## src/rtl/controller_fsm_pkg.sv

```systemverilog
// Shared constants for the controller and datapath: state codes,
// ALU op codes and bus-driver select positions.
package controller_fsm_pkg;

   typedef enum logic [2:0] {
      S_LOAD_A = 3'd0,
      S_LOAD_B = 3'd1,
      S_MAX    = 3'd2,
      S_MIN    = 3'd3,
      S_APPROX = 3'd4,
      S_FINAL  = 3'd5,
      S_OUT    = 3'd6,
      S_DONE   = 3'd7
   } state_e;

   localparam logic [1:0] ALU_PASS   = 2'b00;
   localparam logic [1:0] ALU_MAX    = 2'b01;
   localparam logic [1:0] ALU_MIN    = 2'b10;
   localparam logic [1:0] ALU_APPROX = 2'b11;

   localparam int TRI_IN  = 0;
   localparam int TRI_ALU = 1;
   localparam int TRI_R3  = 2;

   function automatic logic [7:0] tri_sel(input int bit_pos);
      logic [7:0] v;
      v = '0;
      v[bit_pos] = 1'b1;
      return v;
   endfunction

endpackage

```

## src/rtl/controller_fsm.sv

```systemverilog
// Moore sequencer for the abs/max/min/approx datapath: eight states,
// outputs decoded from state only, synchronous restart on start.
module controller_fsm
   import controller_fsm_pkg::*;
(
   input  logic       clk,
   input  logic       start,
   output logic [2:0] state,
   output logic       WER1,
   output logic [2:0] WAR1,
   output logic       RER1,
   output logic [2:0] RAR1,
   output logic       WER2,
   output logic [2:0] WAR2,
   output logic       RER2,
   output logic [2:0] RAR2,
   output logic       ALU1,
   output logic [1:0] ALU2,
   output logic       WER3,
   output logic       RR3,
   output logic       OE,
   output logic [7:0] trictrl,
   output logic       done
);

   state_e state_q;
   state_e state_d;

   always_ff @(posedge clk) begin
      state_q <= state_d;
   end

   always_comb begin
      state_d = state_q;
      if (start) begin
         state_d = S_LOAD_A;
      end else if (state_q != S_DONE) begin
         state_d = state_e'(state_q + 3'd1);
      end
   end

   assign state = state_q;

   always_comb begin
      WER1    = 1'b0;
      WAR1    = 3'd0;
      RER1    = 1'b0;
      RAR1    = 3'd0;
      WER2    = 1'b0;
      WAR2    = 3'd0;
      RER2    = 1'b0;
      RAR2    = 3'd0;
      ALU1    = 1'b0;
      ALU2    = ALU_PASS;
      WER3    = 1'b0;
      RR3     = 1'b0;
      OE      = 1'b0;
      trictrl = 8'h00;
      done    = 1'b0;
      unique case (state_q)
         S_LOAD_A: begin
            WER1    = 1'b1;
            WER2    = 1'b1;
            trictrl = tri_sel(TRI_IN);
         end
         S_LOAD_B: begin
            WER1    = 1'b1;
            WAR1    = 3'd1;
            WER2    = 1'b1;
            WAR2    = 3'd1;
            trictrl = tri_sel(TRI_IN);
         end
         S_MAX: begin
            RER1    = 1'b1;
            RER2    = 1'b1;
            RAR2    = 3'd1;
            ALU1    = 1'b1;
            ALU2    = ALU_MAX;
            WER1    = 1'b1;
            WAR1    = 3'd2;
            trictrl = tri_sel(TRI_ALU);
         end
         S_MIN: begin
            RER1    = 1'b1;
            RER2    = 1'b1;
            RAR2    = 3'd1;
            ALU1    = 1'b1;
            ALU2    = ALU_MIN;
            WER2    = 1'b1;
            WAR2    = 3'd2;
            trictrl = tri_sel(TRI_ALU);
         end
         S_APPROX: begin
            RER1    = 1'b1;
            RAR1    = 3'd2;
            RER2    = 1'b1;
            RAR2    = 3'd2;
            ALU2    = ALU_APPROX;
            WER2    = 1'b1;
            WAR2    = 3'd3;
            trictrl = tri_sel(TRI_ALU);
         end
         S_FINAL: begin
            RER1    = 1'b1;
            RAR1    = 3'd2;
            RER2    = 1'b1;
            RAR2    = 3'd3;
            ALU2    = ALU_MAX;
            WER3    = 1'b1;
            trictrl = tri_sel(TRI_ALU);
         end
         S_OUT: begin
            RR3     = 1'b1;
            OE      = 1'b1;
            trictrl = tri_sel(TRI_R3);
         end
         S_DONE: begin
            RR3     = 1'b1;
            OE      = 1'b1;
            done    = 1'b1;
            trictrl = tri_sel(TRI_R3);
         end
      endcase
   end

endmodule

```

## config.mk

```make
export PLATFORM = sky130hd
export DESIGN_NAME = controller_fsm
export DESIGN_NICKNAME = d
export VERILOG_FILES = /design/src/rtl/controller_fsm_pkg.sv /design/src/rtl/controller_fsm.sv
export SDC_FILE = /design/constraint.sdc
export NUM_CORES = 1
export LEC_CHECK = 0
export ABC_AREA = 1
export BUFFER_PORTS_ARGS = -buffer_cell sky130_fd_sc_hd__buf_4
export CAP_MARGIN = 15
export CORE_MARGIN = 3
export CORE_UTILIZATION = 32
export CTS_CLUSTER_SIZE = 25
export DETAILED_ROUTE_END_ITERATION = 8
export PLACE_DENSITY_LB_ADDON = 0.2
export SLEW_MARGIN = 5
export SYNTH_ARGS = -nofsm -noshare
export SYNTH_HDL_FRONTEND = slang
export SYNTH_SLANG_ARGS = --single-unit
```

## constraint.sdc

```tcl
create_clock -name clk -period 1.6 [get_ports clk]
set_clock_uncertainty 0.1 [all_clocks]
set_input_delay 0.4 -clock clk [delete_from_list [all_inputs] [get_ports clk]]
set_output_delay 0.4 -clock clk [all_outputs]
set_load 0.03 [all_outputs]
```

==> results of run 1 <==
path summary, 6_finish.rpt:
kind	startpoint	endpoint	slack, ns	cells past startpoint
hold / removal	start	state[0]$_SDFFE_PP0N_	0.23	2
hold reg to reg	state[1]$_SDFFE_PP0N_	state[1]$_SDFFE_PP0N_	0.44	2
setup / recovery	state[0]$_SDFFE_PP0N_	trictrl[0]	-0.29	6
setup reg to reg	state[0]$_SDFFE_PP0N_	state[1]$_SDFFE_PP0N_	0.21	5
synthesized netlist by cell type (all sizes together):
master / count
a21oi: 2
inv: 9
conb: 1
nand2: 14
nand3: 3
a211oi: 1
ha: 6
nor2: 4
dfxtp: 3
buf: 14
nor3: 1
o21ai: 3
per-stage QoR:
step	TNS, ns	total power, mW	hold WS, ns	util [%]	std cells
3_3_place_gp	-0.117	0.533	0.431	65.3	103
6_report	-3.74	0.723	0.233	77.0	112
2_1_floorplan	-0.645	0.424	0.359	-	70
3_5_place_dp	-0.173	0.540	0.437	65.3	103
5_1_grt	-5.00	0.775	0.230	77.0	112
4_1_cts	-4.07	0.725	0.226	74.0	109
critical path, stage by stage (launching register included):
cell and delay, ns:
sky130_fd_sc_hd__dfxtp_4 0.36, sky130_fd_sc_hd__ha_4 0.18, sky130_fd_sc_hd__ha_4 0.17, sky130_fd_sc_hd__inv_6 0.07, sky130_fd_sc_hd__nand2_8 0.05, sky130_fd_sc_hd__nor3_4 0.17
sky130_fd_sc_hd__buf_6 0.15
layer usage:
| metal | wire, um | vias up | track usage (%) | share of wire (%) |
|---|---|---|---|---|
| met5 | 0 | - | 0 | 0 |
| met3 | 104 | 2 | 3.00 | 9.0 |
| li1 | - | 245 | - | - |
| met4 | 14 | 0 | 11.2 | 1.2 |
| met1 | 356 | 222 | 13.4 | 31 |
| met2 | 678 | 25 | 26.7 | 59 |
power by group:
part,internal [mW],leakage [nW],switching [mW]
logic,0.204,0.451,0.288
registers,0.0828,0.0267,0.0147
clock network,0.0935,0.0150,0.0393
logic make-up (layout without fill, tap and decap cells):
logic type | after synthesis | after routing
AO/OA/AOI/OAI | 6 | 6
AND/OR/NAND/NOR | 22 | 22
flip-flops | 3 | 3
other | 1 | 10
adder cells (fa/ha/maj) | 6 | 6
buffers and inverters | 23 | 51
layout make-up:
cell class	count	area, um^2
clock buffers	4	26.3
flip-flops and latches	3	71.3
repair buffers	38	362
inverters	9	51.3
multi-input cells	44	374
fillers	95	269
well taps	14	17.5
timing repair:
action	4_1_cts	5_1_grt
setup endpoints to repair	20	21
pin swaps	3	0
resized for setup	16	5
hold endpoints to repair	0	0
buffers inserted	2	3
==> flow_summary.ini, run 1 <==
[status]
run_status = finished, violations left
violations_in_the_final_reports = setup timing

[synthesis]
synth_top_cell_area_share_pct = 25.0
largest_area_contributor_in_the_netlist = sky130_fd_sc_hd__buf_4
ys.warnings.count = 0
distinct_cells_synth = 15
synth-xor-area-share_pct = 0
synth.cell_area_um2 = 420
syn-instance-count = 61
post_synth_mux_area_share_pct = 0
post_synthesis_share_of_cell_area_spent_on_full_adders_half_adders_and_majority_gates_pct = 17.9
synth_top_family_by_area = buffers and inverters
compound_cell_area_share_of_the_yosys_netlist_pct = 7.74
ys_seq_area_share_pct = 14.3
post_synthesis_sequential_element_count = 3
post_synth_main_area_contributors = sky130_fd_sc_hd__buf_4, sky130_fd_sc_hd__ha_1, sky130_fd_sc_hd__dfxtp_1
post_synth.cell_area_avg_um2 = 6.89
simple_gate_fraction_of_synth_area_pct = 26.2

[floorplan]
die_area_um2 = 1780
chipWidth_um = 42.2
floorplan.rows = 12
io-pin-count = 36
initial_core_util_pct = 35.9
core_region_area_um2 = 1170
die_y_um = 42.2

[cells_and_area]
most-common-layout-cells = sky130_fd_sc_hd__buf_4, sky130_fd_sc_hd__buf_6, sky130_fd_sc_hd__conb_1
areaGrowthSynthToFinish_pct = 115
insertedDiodeCount = 0
summed_area_of_non_filler_cells_in_the_final_layout_um2 = 902
share_of_post_route_cells_with_drive_strength_above_1_pct = 67.3
layout.cells.most_common = sky130_fd_sc_hd__buf_4
largest_register_ffs = 3
nNetsFinal = 107

[sta]
drv_slew = 0
period_share_pct = 118
layout_min_cycle_time_ns = 1.89
report.final.hold_viol_count = 0
final_critical_path_setup_slack_ns = -0.287
rsz0062_at_grt = yes
setup-violations-final = 20
fmax_mhz = 530

[worst_setup_path]
timing.critical_path.fanout_max = 5
type_of_the_worst_setup_path = reg2out
critical_path.endpoint_type = output pin
critical_path_arrival_ns = 1.39
startpoint_type = flip-flop
worst_ep_required_time_ns = 1.10

[clocking]
cts_max_path_buffers = 2
tritoncts.num_buffers = 3
cts_max_level = 1
clkSlewWorstSetupHoldPaths_ns = 0.04
cts_root_buf = sky130_fd_sc_hd__clkbuf_4
clock_latency_ns = 0.23
numClockSinks = 3
tritoncts_clock_tree = done
cts.hold.buffers_added = 0

[global_route]
grt.total_usage_pct = 14.5
grt_pass1_wl_mm = 1.97
grt_start_max_net_pins = 7
grt_antenna_before_repair = 0
grt_pass1_vias = 484
grt_remaining_overflow = 0

[power_and_ir_drop]
pwr_density_cell_nw_per_um2 = 801
vdd_drop_max_uv = 554
p_leak_nw = 0.493

[drt]
wire_length_reported_by_the_detailed_router_mm = 1.15
detailedRoute.firstPassIterationCount = 4
remaining_drc_errors = 0
viasPerCell = 4.41
antenna_violating_nets_post_route = 0
route.vias.total = 494
wl_per_cell_um = 10.3
initialDrtViolationCount = 3

[placed_design]
gpl.final_weighted_congestion = 0.723
dp_hpwl_um = 953
detailedPlace.worstSlack_ns = -0.0589
portBuffers = 25
post_dp_cell_area_um2 = 764

[flow_run]
maxCapViolCount = 0

[worst_hold_path]
min_path_type = in2reg
Note: power is estimated with default switching activity, not from simulation.
==> inputs of run 2 (changes only) <==
--- a/config.mk
+++ b/config.mk
@@ -13,6 +13,7 @@
 export CTS_CLUSTER_SIZE = 25
 export DETAILED_ROUTE_END_ITERATION = 8
 export PLACE_DENSITY_LB_ADDON = 0.2
+export RECOVER_POWER = 50
 export SLEW_MARGIN = 5
 export SYNTH_ARGS = -nofsm -noshare
 export SYNTH_HDL_FRONTEND = slang
==> flow_summary.ini, run 2 (synthesis results as in run 1) <==
[clocking]
cts_root_buf = sky130_fd_sc_hd__clkbuf_4
clock_latency_ns = 0.23
tritoncts_clock_tree = done
tritoncts.num_buffers = 3
cts_max_path_buffers = 2
numClockSinks = 3
cts_max_level = 1
clkSlewWorstSetupHoldPaths_ns = 0.04
cts.hold.buffers_added = 0

[worst_setup_path]
rr_worst_depth = 5
timing.critical_path.fanout_max = 5
timing.rr.start = state[0]$_SDFFE_PP0N_
worst_ep_required_time_ns = 1.10
worstReg2RegEnd = state[1]$_SDFFE_PP0N_
cp_cell_sequence = ha_4 > ha_4 > inv_6 > nand2_8 > nor3_4 > buf_6
path_common_cell = sky130_fd_sc_hd__ha_4
startpoint_type = flip-flop
type_of_the_worst_setup_path = reg2out
crit_path_max_cell_delay_ns = 0.36
cp-endpoint = trictrl[0]
critical-path-slowest-cell = sky130_fd_sc_hd__dfxtp_4
setup_slack_of_the_most_critical_reg_to_reg_path_ns = 0.21
crit_path_start = state[0]$_SDFFE_PP0N_
critical_path_arrival_ns = 1.39
critical_path.endpoint_type = output pin

[floorplan]
initial_core_util_pct = 35.9
io-pin-count = 36
die_y_um = 42.2
floorplan.rows = 12
die_area_um2 = 1780
core_region_area_um2 = 1170
chipWidth_um = 42.2

[cells_and_area]
layout.cells.most_common = sky130_fd_sc_hd__buf_4
insertedDiodeCount = 0
fillCellCount = 95
most-common-layout-cells = sky130_fd_sc_hd__buf_4, sky130_fd_sc_hd__buf_6, sky130_fd_sc_hd__conb_1
largest_register_ffs = 3
share_of_post_route_cells_with_drive_strength_above_1_pct = 66.3
nNetsFinal = 107
final_cells = 112
areaGrowthSynthToFinish_pct = 114

[sta]
rsz0062_at_grt = yes
layout_min_cycle_time_ns = 1.89
fmax_mhz = 530
report.final.hold_viol_count = 0
final_critical_path_setup_slack_ns = -0.287
drv_slew = 0
setup-violations-final = 20
period_share_pct = 118

[drt]
remaining_drc_errors = 0
detailedRoute.firstPassIterationCount = 4
route.vias.total = 494
initialDrtViolationCount = 3
antenna_violating_nets_post_route = 0
wl_per_cell_um = 10.3
viasPerCell = 4.41
wire_length_reported_by_the_detailed_router_mm = 1.15

[placed_design]
place_inst = 103
portBuffers = 25
dp_hpwl_um = 953
gpl.final_weighted_congestion = 0.723

[power_and_ir_drop]
pwr_density_cell_nw_per_um2 = 802
vdd_drop_max_uv = 553
p_leak_nw = 0.489
total_power_mw = 0.721

[status]
violations_in_the_final_reports = setup timing
run_status = finished, violations left

[flow_run]
maxCapViolCount = 0

[global_route]
grt_pass1_vias = 484
grt_remaining_overflow = 0
grt.total_usage_pct = 14.5
grt_start_max_net_pins = 7
grt_antenna_before_repair = 0
grt_pass1_wl_mm = 1.97

[worst_hold_path]
min_path_type = in2reg
==> run 2: worst min path at each step <==
stage | slack, ns | from | cells after the start | end
2_1_floorplan | 0.36 | start | 1 | state[0]$_SDFFE_PP0N_
3_3_place_gp | 0.43 | state[2]$_SDFFE_PP0N_ | 2 | state[2]$_SDFFE_PP0N_
3_5_place_dp | 0.44 | state[1]$_SDFFE_PP0N_ | 2 | state[1]$_SDFFE_PP0N_
4_1_cts | 0.23 | start | 2 | state[0]$_SDFFE_PP0N_
5_1_grt | 0.23 | start | 2 | state[2]$_SDFFE_PP0N_
6_report | 0.23 | start | 2 | state[0]$_SDFFE_PP0N_
==> run 2: per-stage QoR <==
stage	hold slack, ns	area (um^2)	utilization, %	setup TNS (ns)	setup slack, ns
2_1_floorplan	0.359	599	-	-0.645	-0.153
3_3_place_gp	0.431	764	65.3	-0.117	-0.0492
3_5_place_dp	0.437	764	65.3	-0.173	-0.0589
4_1_cts	0.226	867	74.0	-4.07	-0.299
5_1_grt	0.230	898	76.7	-5.00	-0.336
6_report	0.233	898	76.7	-3.74	-0.287
==> run 2: metal layers <==
| metal | global-route usage (%) | vias up | share of wire (%) |
|---|---|---|---|
| li1 | - | 245 | - |
| met1 | 13.4 | 220 | 31 |
| met2 | 26.7 | 27 | 59 |
| met3 | 3.00 | 2 | 9.0 |
| met4 | 11.2 | 0 | 1.2 |
| met5 | 0 | - | 0 |
==> run 2: timing repair <==
action	CTS	global route
pin swaps	3	0
gates resized for setup	16	5
setup endpoints to repair	20	21
buffers inserted	2	3
==> run 2: layout make-up <==
cell class	count	area, um^2	area share [%]
clock buffers	4	26.3	2.92
inverters	9	51.3	5.71
multi-input cells	44	374	41.6
flip-flops and latches	3	71.3	7.94
well taps	14	17.5	1.95
repair buffers	38	358	39.8
==> run 2: worst max-delay path: cells and delay by family (launching register included) <==
kind / cells / cell delay [ns]
flops: 1 / 0.36
simple gates: 2 / 0.22
buf+inv: 2 / 0.22
fa+ha+maj: 2 / 0.35
==> run 2: where the power goes <==
| part | switching [mW] | leakage, nW | internal, mW |
|---|---|---|---|
| combinational | 0.288 | 0.447 | 0.202 |
| sequential | 0.0147 | 0.0267 | 0.0828 |
| clock | 0.0392 | 0.0150 | 0.0935 |
==> inputs of run 3 (changes only) <==
--- a/config.mk
+++ b/config.mk
@@ -8,10 +8,10 @@
 export ABC_AREA = 1
 export BUFFER_PORTS_ARGS = -buffer_cell sky130_fd_sc_hd__buf_4
 export CAP_MARGIN = 15
-export CORE_MARGIN = 3
-export CORE_UTILIZATION = 32
+export CORE_AREA = 3 3 40 42
 export CTS_CLUSTER_SIZE = 25
 export DETAILED_ROUTE_END_ITERATION = 8
+export DIE_AREA = 0 0 43 45
 export PLACE_DENSITY_LB_ADDON = 0.2
 export RECOVER_POWER = 50
 export SLEW_MARGIN = 5
==> constraint.sdc (replaced) <==
create_clock -name clk -period 2 [get_ports clk]
set_clock_uncertainty 0.1 [all_clocks]
set_input_delay 0.5 -clock clk [delete_from_list [all_inputs] [get_ports clk]]
set_output_delay 0.5 -clock clk [all_outputs]
set_load 0.02 [all_outputs]
==> flow_summary.ini, run 3 (synthesis results as in run 1) <==
[status]
run_status = finished, final reports clean

[power_and_ir_drop]
power_frac_clock_pct = 22.2
total_power_mw = 0.484
power.share.switching_pct = 44.2
vdd_drop_max_uv = 364
pwr_density_cell_nw_per_um2 = 618
internal-power_mw = 0.270
switching_power_mw = 0.214
seq_power_share_pct = 16.1
p_leak_nw = 0.463
combinational_share_of_power_pct = 61.7

[drt]
wl_per_cell_um = 10.3
wire_length_reported_by_the_detailed_router_mm = 1.14
route.vias.total = 463
detailedRoute.firstPassIterationCount = 1
remaining_drc_errors = 0
antenna_violating_nets_post_route = 0
initialDrtViolationCount = 0
viasPerCell = 4.17

[placed_design]
dp_hpwl_um = 774
detailedPlace.worstSlack_ns = 0.104
post_dp_cell_area_um2 = 576
gpl.final_weighted_congestion = 0.789
portBuffers = 25

[sta]
drv_slew = 0
fmax_mhz = 510
final_critical_path_setup_slack_ns = 0.0383
rsz0062_at_grt = yes
period_share_pct = 98.1
layout_min_cycle_time_ns = 1.96
fin_setup_tns_ns = 0
report.final.hold_viol_count = 0
setup-violations-final = 0

[worst_setup_path]
worst_ep_required_time_ns = 1.40
timing.critical_path.fanout_max = 4
critical_path.endpoint_type = output pin
startpoint_type = flip-flop
type_of_the_worst_setup_path = reg2out
crit_path_start = state[0]$_SDFFE_PP0N_
timing.rr.start = state[0]$_SDFFE_PP0N_
critical_path_arrival_ns = 1.36

[global_route]
grt_pass1_vias = 404
grt_remaining_overflow = 0
grt_antenna_before_repair = 0
grt_start_max_net_pins = 10
grt.total_usage_pct = 11.1
grt_pass1_wl_mm = 1.65

[clocking]
clkSlewWorstSetupHoldPaths_ns = 0.04
tritoncts.num_buffers = 3
cts.hold.buffers_added = 0
tritoncts_clock_tree = done
cts_root_buf = sky130_fd_sc_hd__clkbuf_4
numClockSinks = 3
cts_max_level = 1
clock_latency_ns = 0.24
cts_max_path_buffers = 2

[cells_and_area]
largest_register_ffs = 3
areaGrowthSynthToFinish_pct = 86.0
layout.cells.most_common = sky130_fd_sc_hd__buf_4
summed_area_of_non_filler_cells_in_the_final_layout_um2 = 782
fillCellCount = 119
insertedDiodeCount = 0
nNetsFinal = 105
share_of_post_route_cells_with_drive_strength_above_1_pct = 65.6
most-common-layout-cells = sky130_fd_sc_hd__buf_4, sky130_fd_sc_hd__conb_1, sky130_fd_sc_hd__nand2_1

[flow_run]
maxCapViolCount = 0

[worst_hold_path]
worstHoldStart = start
min_path_type = in2reg

[floorplan]
die_y_um = 45
initial_core_util_pct = 32.7
io-pin-count = 36
floorplan.rows = 13
chipWidth_um = 43
core_region_area_um2 = 1280
die_area_um2 = 1940
-- run 3: final cells by class --
cell class / count / area (um^2) / area share (%)
well taps: 15 / 18.8 / 2.40
flip-flops and latches: 3 / 71.3 / 9.12
multi-input cells: 44 / 349 / 44.6
inverters: 9 / 38.8 / 4.96
clock buffers: 4 / 26.3 / 3.36
repair buffers: 36 / 278 / 35.5
-- run 3: through the flow --
| stage | std cells | hold WS [ns] | utilization, % |
|---|---|---|---|
| floorplan | 70 | 0.427 | - |
| global placement | 96 | 0.410 | 44.8 |
| detailed placement | 96 | 0.399 | 44.8 |
| CTS | 104 | 0.320 | 53.2 |
| global route | 111 | 0.339 | 60.9 |
| finish | 111 | 0.341 | 60.9 |
-- run 3: layer usage --
| metal | vias to the layer above | GRT usage [%] | share of wire [%] |
|---|---|---|---|
| met5 | - | 0 | 0 |
| met4 | 0 | 5.42 | 0 |
| met3 | 0 | 2.79 | 12 |
| met2 | 26 | 21.6 | 55 |
| met1 | 202 | 11.1 | 32 |
| li1 | 235 | - | - |
-- run 3: path summary, 6_finish.rpt --
| kind | to | slack [ns] | cells after the start |
|---|---|---|---|
| worst min register to register | state[1]$_SDFFE_PP0N_ | 0.46 | 2 |
| worst max-delay path | trictrl[1] | 0.04 | 6 |
| worst min-delay path | state[0]$_SDFFE_PP0N_ | 0.34 | 2 |
| worst max register to register | state[1]$_SDFFE_PP0N_ | 0.72 | 4 |
-- run 3: power by group through the flow --
stage	registers (mW)	logic, mW	clock network [mW]
after floorplan	0.0826	0.171	0
after global placement	0.0780	0.246	0
after detailed placement	0.0778	0.247	0
after CTS	0.0775	0.269	0.114
after global routing	0.0793	0.319	0.120
final	0.0778	0.298	0.108
-- run 3: critical path, cell delays in order (launching register included) --
cell                      delay (ns)
sky130_fd_sc_hd__dfxtp_4        0.36
sky130_fd_sc_hd__ha_4           0.18
sky130_fd_sc_hd__ha_4           0.16
sky130_fd_sc_hd__inv_4          0.06
sky130_fd_sc_hd__buf_4          0.13
sky130_fd_sc_hd__nand3_1        0.08
sky130_fd_sc_hd__buf_4          0.16
-- run 3: timing repair --
action | 4_1_cts | 5_1_grt
setup endpoints to repair | 11 | 9
setup buffers | 4 | 7
pin swaps | 2 | 2
resized for setup | 15 | 11
gates cloned | 0 | 0
